`src/rtl/ddr_port_arbiter.sv`:
```
// ddr_port_arbiter: shares one Avalon-MM DDR3 master port between the read
// buffer (client 0) and the write-back buffer (client 1). Grants alternate
// round-robin, with one command in flight at a time. A single outstanding read
// is tracked, its data is routed back to the owner, and a read that never
// returns is abandoned and flagged.
module ddr_port_arbiter #(
    parameter int unsigned ADDR_W     = 26,
    parameter int unsigned DATA_W     = 128,
    parameter int unsigned RD_TIMEOUT = 1023
) (
    input  logic              iCLK,
    input  logic              iRST_n,
    input  logic              local_init_done,

    // client 0: read buffer
    input  logic              c0_read,
    input  logic              c0_write,
    input  logic [ADDR_W-1:0] c0_address,
    input  logic [DATA_W-1:0] c0_writedata,
    output logic              c0_wait_request_n,
    output logic [DATA_W-1:0] c0_readdata,
    output logic              c0_readdatavalid,

    // client 1: write-back buffer
    input  logic              c1_read,
    input  logic              c1_write,
    input  logic [ADDR_W-1:0] c1_address,
    input  logic [DATA_W-1:0] c1_writedata,
    output logic              c1_wait_request_n,
    output logic [DATA_W-1:0] c1_readdata,
    output logic              c1_readdatavalid,

    // DDR3 controller AVL slave
    output logic [ADDR_W-1:0] avl_address,
    output logic              avl_read,
    output logic              avl_write,
    output logic [DATA_W-1:0] avl_writedata,
    output logic              avl_burstbegin,
    input  logic              avl_wait_request_n,
    input  logic [DATA_W-1:0] avl_readdata,
    input  logic              avl_readdatavalid,

    // status
    output logic              grant,
    output logic              busy,
    output logic              rd_timeout_err
);

    localparam int unsigned CNT_W = $clog2(RD_TIMEOUT + 1);
    localparam logic [CNT_W-1:0] RD_LAST = CNT_W'(RD_TIMEOUT - 1);
    localparam logic [CNT_W-1:0] RD_MAX  = CNT_W'(RD_TIMEOUT);

    typedef enum logic [1:0] {
        StIdle   = 2'd0,
        StCmd    = 2'd1,
        StRdWait = 2'd2
    } state_e;

    state_e           state;
    logic             rr_last;
    logic [CNT_W-1:0] rd_cnt;

    logic              req0;
    logic              req1;
    logic              pick;
    logic              pick_wr;
    logic [ADDR_W-1:0] pick_addr;
    logic [DATA_W-1:0] pick_data;

    // Round-robin choice among the clients requesting this cycle.
    always_comb begin
        req0 = c0_read | c0_write;
        req1 = c1_read | c1_write;
        if (req0 && req1) begin
            pick = ~rr_last;
        end else begin
            pick = req1;
        end
        if (pick) begin
            pick_wr   = c1_write;
            pick_addr = c1_address;
            pick_data = c1_writedata;
        end else begin
            pick_wr   = c0_write;
            pick_addr = c0_address;
            pick_data = c0_writedata;
        end
    end

    // Transaction FSM; every AVL command signal is registered here.
    always_ff @(posedge iCLK) begin
        if (!iRST_n) begin
            state          <= StIdle;
            grant          <= 1'b0;
            rr_last        <= 1'b1;
            avl_read       <= 1'b0;
            avl_write      <= 1'b0;
            avl_address    <= '0;
            avl_writedata  <= '0;
            rd_cnt         <= '0;
            rd_timeout_err <= 1'b0;
        end else begin
            unique case (state)
                StIdle: begin
                    if (local_init_done && (req0 || req1)) begin
                        grant         <= pick;
                        rr_last       <= pick;
                        avl_address   <= pick_addr;
                        avl_writedata <= pick_data;
                        // A client raising both read and write is serviced as a write.
                        avl_write     <= pick_wr;
                        avl_read      <= ~pick_wr;
                        state         <= StCmd;
                    end
                end
                StCmd: begin
                    if (avl_wait_request_n) begin
                        avl_read  <= 1'b0;
                        avl_write <= 1'b0;
                        if (avl_read) begin
                            rd_cnt <= '0;
                            state  <= StRdWait;
                        end else begin
                            state  <= StIdle;
                        end
                    end
                end
                StRdWait: begin
                    if (avl_readdatavalid) begin
                        state <= StIdle;
                    end else if (rd_cnt == RD_LAST) begin
                        // The read is lost; give the port back and remember it.
                        rd_cnt         <= RD_MAX;
                        rd_timeout_err <= 1'b1;
                        state          <= StIdle;
                    end else begin
                        rd_cnt <= rd_cnt + 1'b1;
                    end
                end
                default: begin
                    state <= StIdle;
                end
            endcase
        end
    end

    // Accept strobes and read-data routing; suppressed while reset is held so
    // an abandoned transaction never completes towards a client.
    always_comb begin
        c0_wait_request_n = iRST_n && (state == StCmd) && avl_wait_request_n && (grant == 1'b0);
        c1_wait_request_n = iRST_n && (state == StCmd) && avl_wait_request_n && (grant == 1'b1);
        c0_readdatavalid  = iRST_n && (state == StRdWait) && avl_readdatavalid && (grant == 1'b0);
        c1_readdatavalid  = iRST_n && (state == StRdWait) && avl_readdatavalid && (grant == 1'b1);
        c0_readdata       = avl_readdata;
        c1_readdata       = avl_readdata;
        avl_burstbegin    = avl_read | avl_write;
        busy              = (state != StIdle);
    end

endmodule
```
`config.mk`:
```
export PLATFORM = sky130hd
export DESIGN_NAME = ddr_port_arbiter
export DESIGN_NICKNAME = d
export VERILOG_FILES = /design/src/rtl/ddr_port_arbiter.sv
export SDC_FILE = /design/constraint.sdc
export NUM_CORES = 1
export LEC_CHECK = 0
export ABC_AREA = 1
export ABC_CLOCK_PERIOD_IN_PS = 1600
export CAP_MARGIN = 30
export CORE_AREA = 8 8 326 328
export CTS_BUF_LIST = sky130_fd_sc_hd__clkbuf_8
export DETAILED_ROUTE_END_ITERATION = 6
export DIE_AREA = 0 0 334 336
export GPL_ROUTABILITY_DRIVEN = 0
export GPL_TIMING_DRIVEN = 0
export SYNTH_ARGS = -nofsm -noshare
export SYNTH_HDL_FRONTEND = slang
export SYNTH_SLANG_ARGS = --single-unit
```
`constraint.sdc`:
```
create_clock -name iCLK -period 1.6 [get_ports iCLK]
set_input_delay 0.48 -clock iCLK [delete_from_list [all_inputs] [get_ports iCLK]]
set_output_delay 0.48 -clock iCLK [all_outputs]
set_load 0.02 [all_outputs]
```
---- Word-level counts from Yosys, hierarchy flattened ----
Index checks and enable logic that the tools add are counted.
word-level totals
  word-level logic and storage cells ...... 65
  memories ................................ 0
  ROM bits ................................ 0
  RAM bits ................................ 0
  bits in latches ......................... 0
  output and inout bits ................... 420
  input bits .............................. 445
  bits in registers ....................... 171
operators by class
  equal/unequal tests ..................... 8
  order comparisons ....................... 0
  add/sub/neg operators ................... 1
  multipliers ............................. 0
  shifts and indexed selects .............. 0
  mux-type cells .......................... 20
  divide/modulo/power cells ............... 0
  reductions and logical operators ........ 20
  bitwise gates (word level) .............. 7
operators with widths
  operator                                        count
  two-way mux 128 bit                             1
  two-way mux 10 bit                              4
  two-way mux 26 bit                              1
  one-hot mux 10 bit (2 select lines)             1
  adder 10 x 1 -> 10 bit (second input constant)  1
  == test 10 bit (second input constant)          1
  logical AND 1 bit                               10
  two-way mux 2 bit                               5
  AND reduction 3 bit                             3
  inequality test 2 bit (second input constant)   4
  one-hot mux 2 bit (3 select lines)              1
  nonzero test 2 bit                              3
  two-way mux 1 bit                               5
  inverter 1 bit                                  4
  one-hot mux 1 bit (2 select lines)              2
  AND reduction 4 bit                             1
  inequality test 3 bit (second input constant)   1
  OR 1 bit                                        3
  == test 2 x 1 -> 1 bit (second input constant)  1
  == test 2 bit (second input constant)           1
  zero test 2 bit                                 1
  AND reduction 2 bit                             1
  logical OR 1 bit                                1

---- Logic depth before layout (Yosys ltp) ----
  depth in word-level cells ............... 7
  depth in mapped cells ................... 10
  mapped depth without buffers ............ 8

---- Worst setup path before layout ----
Ideal clock, no wire load.
  path kind ............................... input -> output
  start point ............................. input iRST_n
  end point ............................... output c0_readdatavalid
  setup slack ............................. -0.290 ns
  buffers on the path ..................... 1
  arrival ................................. 1.410 ns
  data required time ...................... 1.120 ns
  stages .................................. 3
  cell sequence ........................... inv_1 > clkbuf_1 > nor4_1
on the way
  cells in the longest elaborated chain, start to end .. 3
ends and longest elaborated chain
  element                         line  source
  from (decl)                     12    input logic iRST_n,
  logical AND 1 bit (3 in a row)  152   c0_readdatavalid = iRST_n && (state == StRdWait) && avl_readdatavalid && (grant == 1'b0);
  to (decl)                       22    output logic c0_readdatavalid,
Every way passes these cells.

---- Worst setup path in the final report ----
  start point ............................. register state[0]
  end point ............................... output c0_wait_request_n
on the way
  cells in the longest elaborated chain, start to end .. 4
ends and longest elaborated chain
  element                         line  source
  from (decl)                     59    state_e state;
  from (signal assigned)          93    state <= StIdle;
  from (signal assigned)          113   state <= StCmd;
  from (signal assigned)          122   state <= StRdWait;
  == test 2 x 1 -> 1 bit          150   c0_wait_request_n = iRST_n && (state == StCmd) && avl_wait_request_n && (grant == 1'b0);
  logical AND 1 bit (3 in a row)  150
  to (decl)                       20    output logic c0_wait_request_n,
Every way passes these cells.

==> flow_summary.toml <==
[cells_and_area]
finish.net_count = 2979
finalInstanceArea_mm2 = 0.0222
finalNonFillerCells = 3862
areaGrowthSynthToFinish_pct = 107
drive_gt1_frac = 0.307

[setup_path]
crit_fanout = 3
crit_required_ns = 1.12
worst_path_max_delay_cell = "dfxtp_2"
crit_arrival_ns = 1.53
max_stage_delay_ns = 0.38
cp_top_family = "flip-flops"
path_cells = "inv_2 > nor2_4 > nand2_4 > nor3_4 > buf_6"
start_kind = "flop"
path_buf_inv = 2
worst_setup_path_end_kind = "output port"
critPathKind = "flop to output port"

[cts]
holdBufCountCts = 0
cts_inserted_buffers = 17
clk_pin_slew_worst_paths_ns = 0.13
clk-insertion-delay-late_ns = 0.60
cts.sinks = 171
root_buffer = "clkbuf_8"
cts_tree = "built"
cts_htree_levels = 4
clk_path_buf_depth = 2

[global_routing]
antenna_found_initial = 30
grt-ovfl-total = 0
grt_max_degree = 19
grt_use_total = 0.131
grt_pass1_vias = 13000
grt_pass1_wl_mm = 103

[synth]
async_flop_share = 0
synth_area_mm2 = 0.0107
syn_area_per_cell_um2 = 6.19
yosys_warnings = 0
ys.flop_type = "dfxtp_1"
synth-edff-count = 0
ys_seq_area_frac = 0.319
synth-seq-cells = 171
syn_nets = 2179
synthesis.instances = 1732
ys_types = 23

[place]
dpl.cell_count = 3779
place_area_mm2 = 0.0198
hpwl_mm = 65.7
io_buffers = 736

[sta]
fin_crit_sh = 1.26
max_slew.worst_pin.slew_ns = 0.665
setup_viol = 119
fin_ws_ns = -0.409
drv_slew = 0
min_period_ns = 2.01
slew_headroom = 0.557
rsz0062_at_grt = "yes"
final-hold-violation-count = 0
clock_skew_ns = 0.0334
fmax_mhz = 498
tns_ns = -17.68

[routing]
antenna_left = 0
wire_per_inst_um = 20.4
drc = 0
totalWireLength_mm = 78.8
dr.first_iter.drc_count = 600
firstDrtPassIters = 6
vias = 13200
vias_per_cell = 3.42

[die]
die_area_mm2 = 0.112
rows = 117
start_util = 0.106
pin_count = 865
coreArea_mm2 = 0.101
die_h_um = 336
die_w_um = 334

[power]
total_power_mw = 15.0
power_frac_seq = 0.335
pwr-share-comb = 0.439
p_leak_nw = 12.5
intPower_mw = 9.13
sw_frac_of_total = 0.393
power.density_mw_per_mm2 = 679
power_frac_clock = 0.226
ir_worst_vdd_uv = 560
switchingPower_mw = 5.91

[status]
violations = "negative setup slack"
status = "finished, violations left"

[run]
maxCapViolCount = 0

[min_path]
hold_path.class = "primary input to flop"
## synth_stat cells, types with 3 or more instances
library cell    n  area (um2)
inv_1         174         653
nand3_1       171         856
buf_6          13         146
a31oi_1         4        25.0
nand2_1       512        1920
clkbuf_1       20        75.1
a21oi_1        10        50.1
or2_2           3        18.8
buf_4         260        1950
nor2_2          3        18.8
buf_2          50         250
nor2_1        326        1220
dfxtp_1       171        3420
## layer usage
layer  vias up  global-route usage  part of all wire
li1       6544                   -                 -
met1      6011               0.161              0.43
met2       574               0.213              0.46
met3        75              0.0542             0.093
met4        20              0.0318             0.016
met5         -                   0            0.0017
## worst paths after layout
| kind | start | end | slack, ns | cells past startpoint |
|---|---|---|---|---|
| setup / recovery | state[0]$_SDFFE_PN0P_ | c0_wait_request_n | -0.41 | 5 |
| hold / removal | iRST_n | rd_cnt[5]$_SDFFE_PN0P_ | 0.26 | 3 |
| setup reg to reg | state[1]$_SDFFE_PN0P_ | avl_address[16]$_SDFFE_PN0P_ | -0.14 | 11 |
| hold reg to reg | rd_timeout_err$_SDFFE_PN0P_ | rd_timeout_err$_SDFFE_PN0P_ | 0.47 | 2 |
## cells in the final DEF, fill, tap and decap left out, types with 22 or more instances in the layout
cell	Yosys	final
buf_2	50	22
buf_4	260	308
buf_6	13	187
clkdlybuf4s50_1	0	314
dfxtp_2	0	144
dlymetal6s2s_1	0	240
inv_1	174	171
nand2_1	512	500
nand3_1	171	168
nor2_1	326	323
## worst register-to-register path, delay by kind of cell (launching register included)
family,cells,cell delay [ns]
buf+inv,6,0.76
flops,1,0.39
simple gates,5,0.53
## flip-flops by register name, indices dropped and copies added (netlist names)
register and count:
rd_timeout_err 1, grant 1, avl_read 1, avl_write 1, avl_writedata 128, rd_cnt 10, state 2, avl_address 26
rr_last 1
## timing repair
| action | CTS | global route |
|---|---|---|
| setup buffers | 25 | 15 |
| resized for setup | 1292 | 283 |
| setup endpoints to repair | 582 | 566 |
| pin swaps | 3 | 0 |
| gates cloned | 2 | 2 |
## layout make-up
| cell class | count | area (um2) |
|---|---|---|
| clock buffer | 17 | 234 |
| sequential | 171 | 3660 |
| clock inverter | 15 | 150 |
| multi-input combinational | 1042 | 4370 |
| timing repair buffer | 781 | 8630 |
| tap | 1309 | 1640 |
| buffer | 343 | 2770 |
| antenna | 8 | 20.0 |
| fill | 11300 | 78900 |
| inverter | 176 | 677 |
## stage by stage
step,hold WS [ns],worst slack [ns],util
final,0.259,-0.409,0.219
after global routing,0.193,-0.547,0.219
after CTS,0.135,-0.517,0.210
after detailed placement,0.447,-1.48,0.196
after global placement,0.437,-1.88,0.196
after floorplan,0.476,0.00239,-
## power by group through the flow
stage	clock network, mW	registers, mW	logic, mW
global route	3.77	5.07	7.10
floorplan	0	5.40	2.48
CTS	3.65	5.02	6.64
finish	3.40	5.03	6.60
detailed placement	0	4.98	6.21
global placement	0	4.96	6.19
## logic make-up after synthesis
kind of cell    count (synthesis)  synth area share
xor+xnor                        1          0.000817
simple gates                 1021             0.381
fa+ha+maj                       2           0.00233
compound gates                 18           0.00957
buf+inv                       519             0.288
flops                         171             0.319
Note: power is estimated with default switching activity, not from simulation.
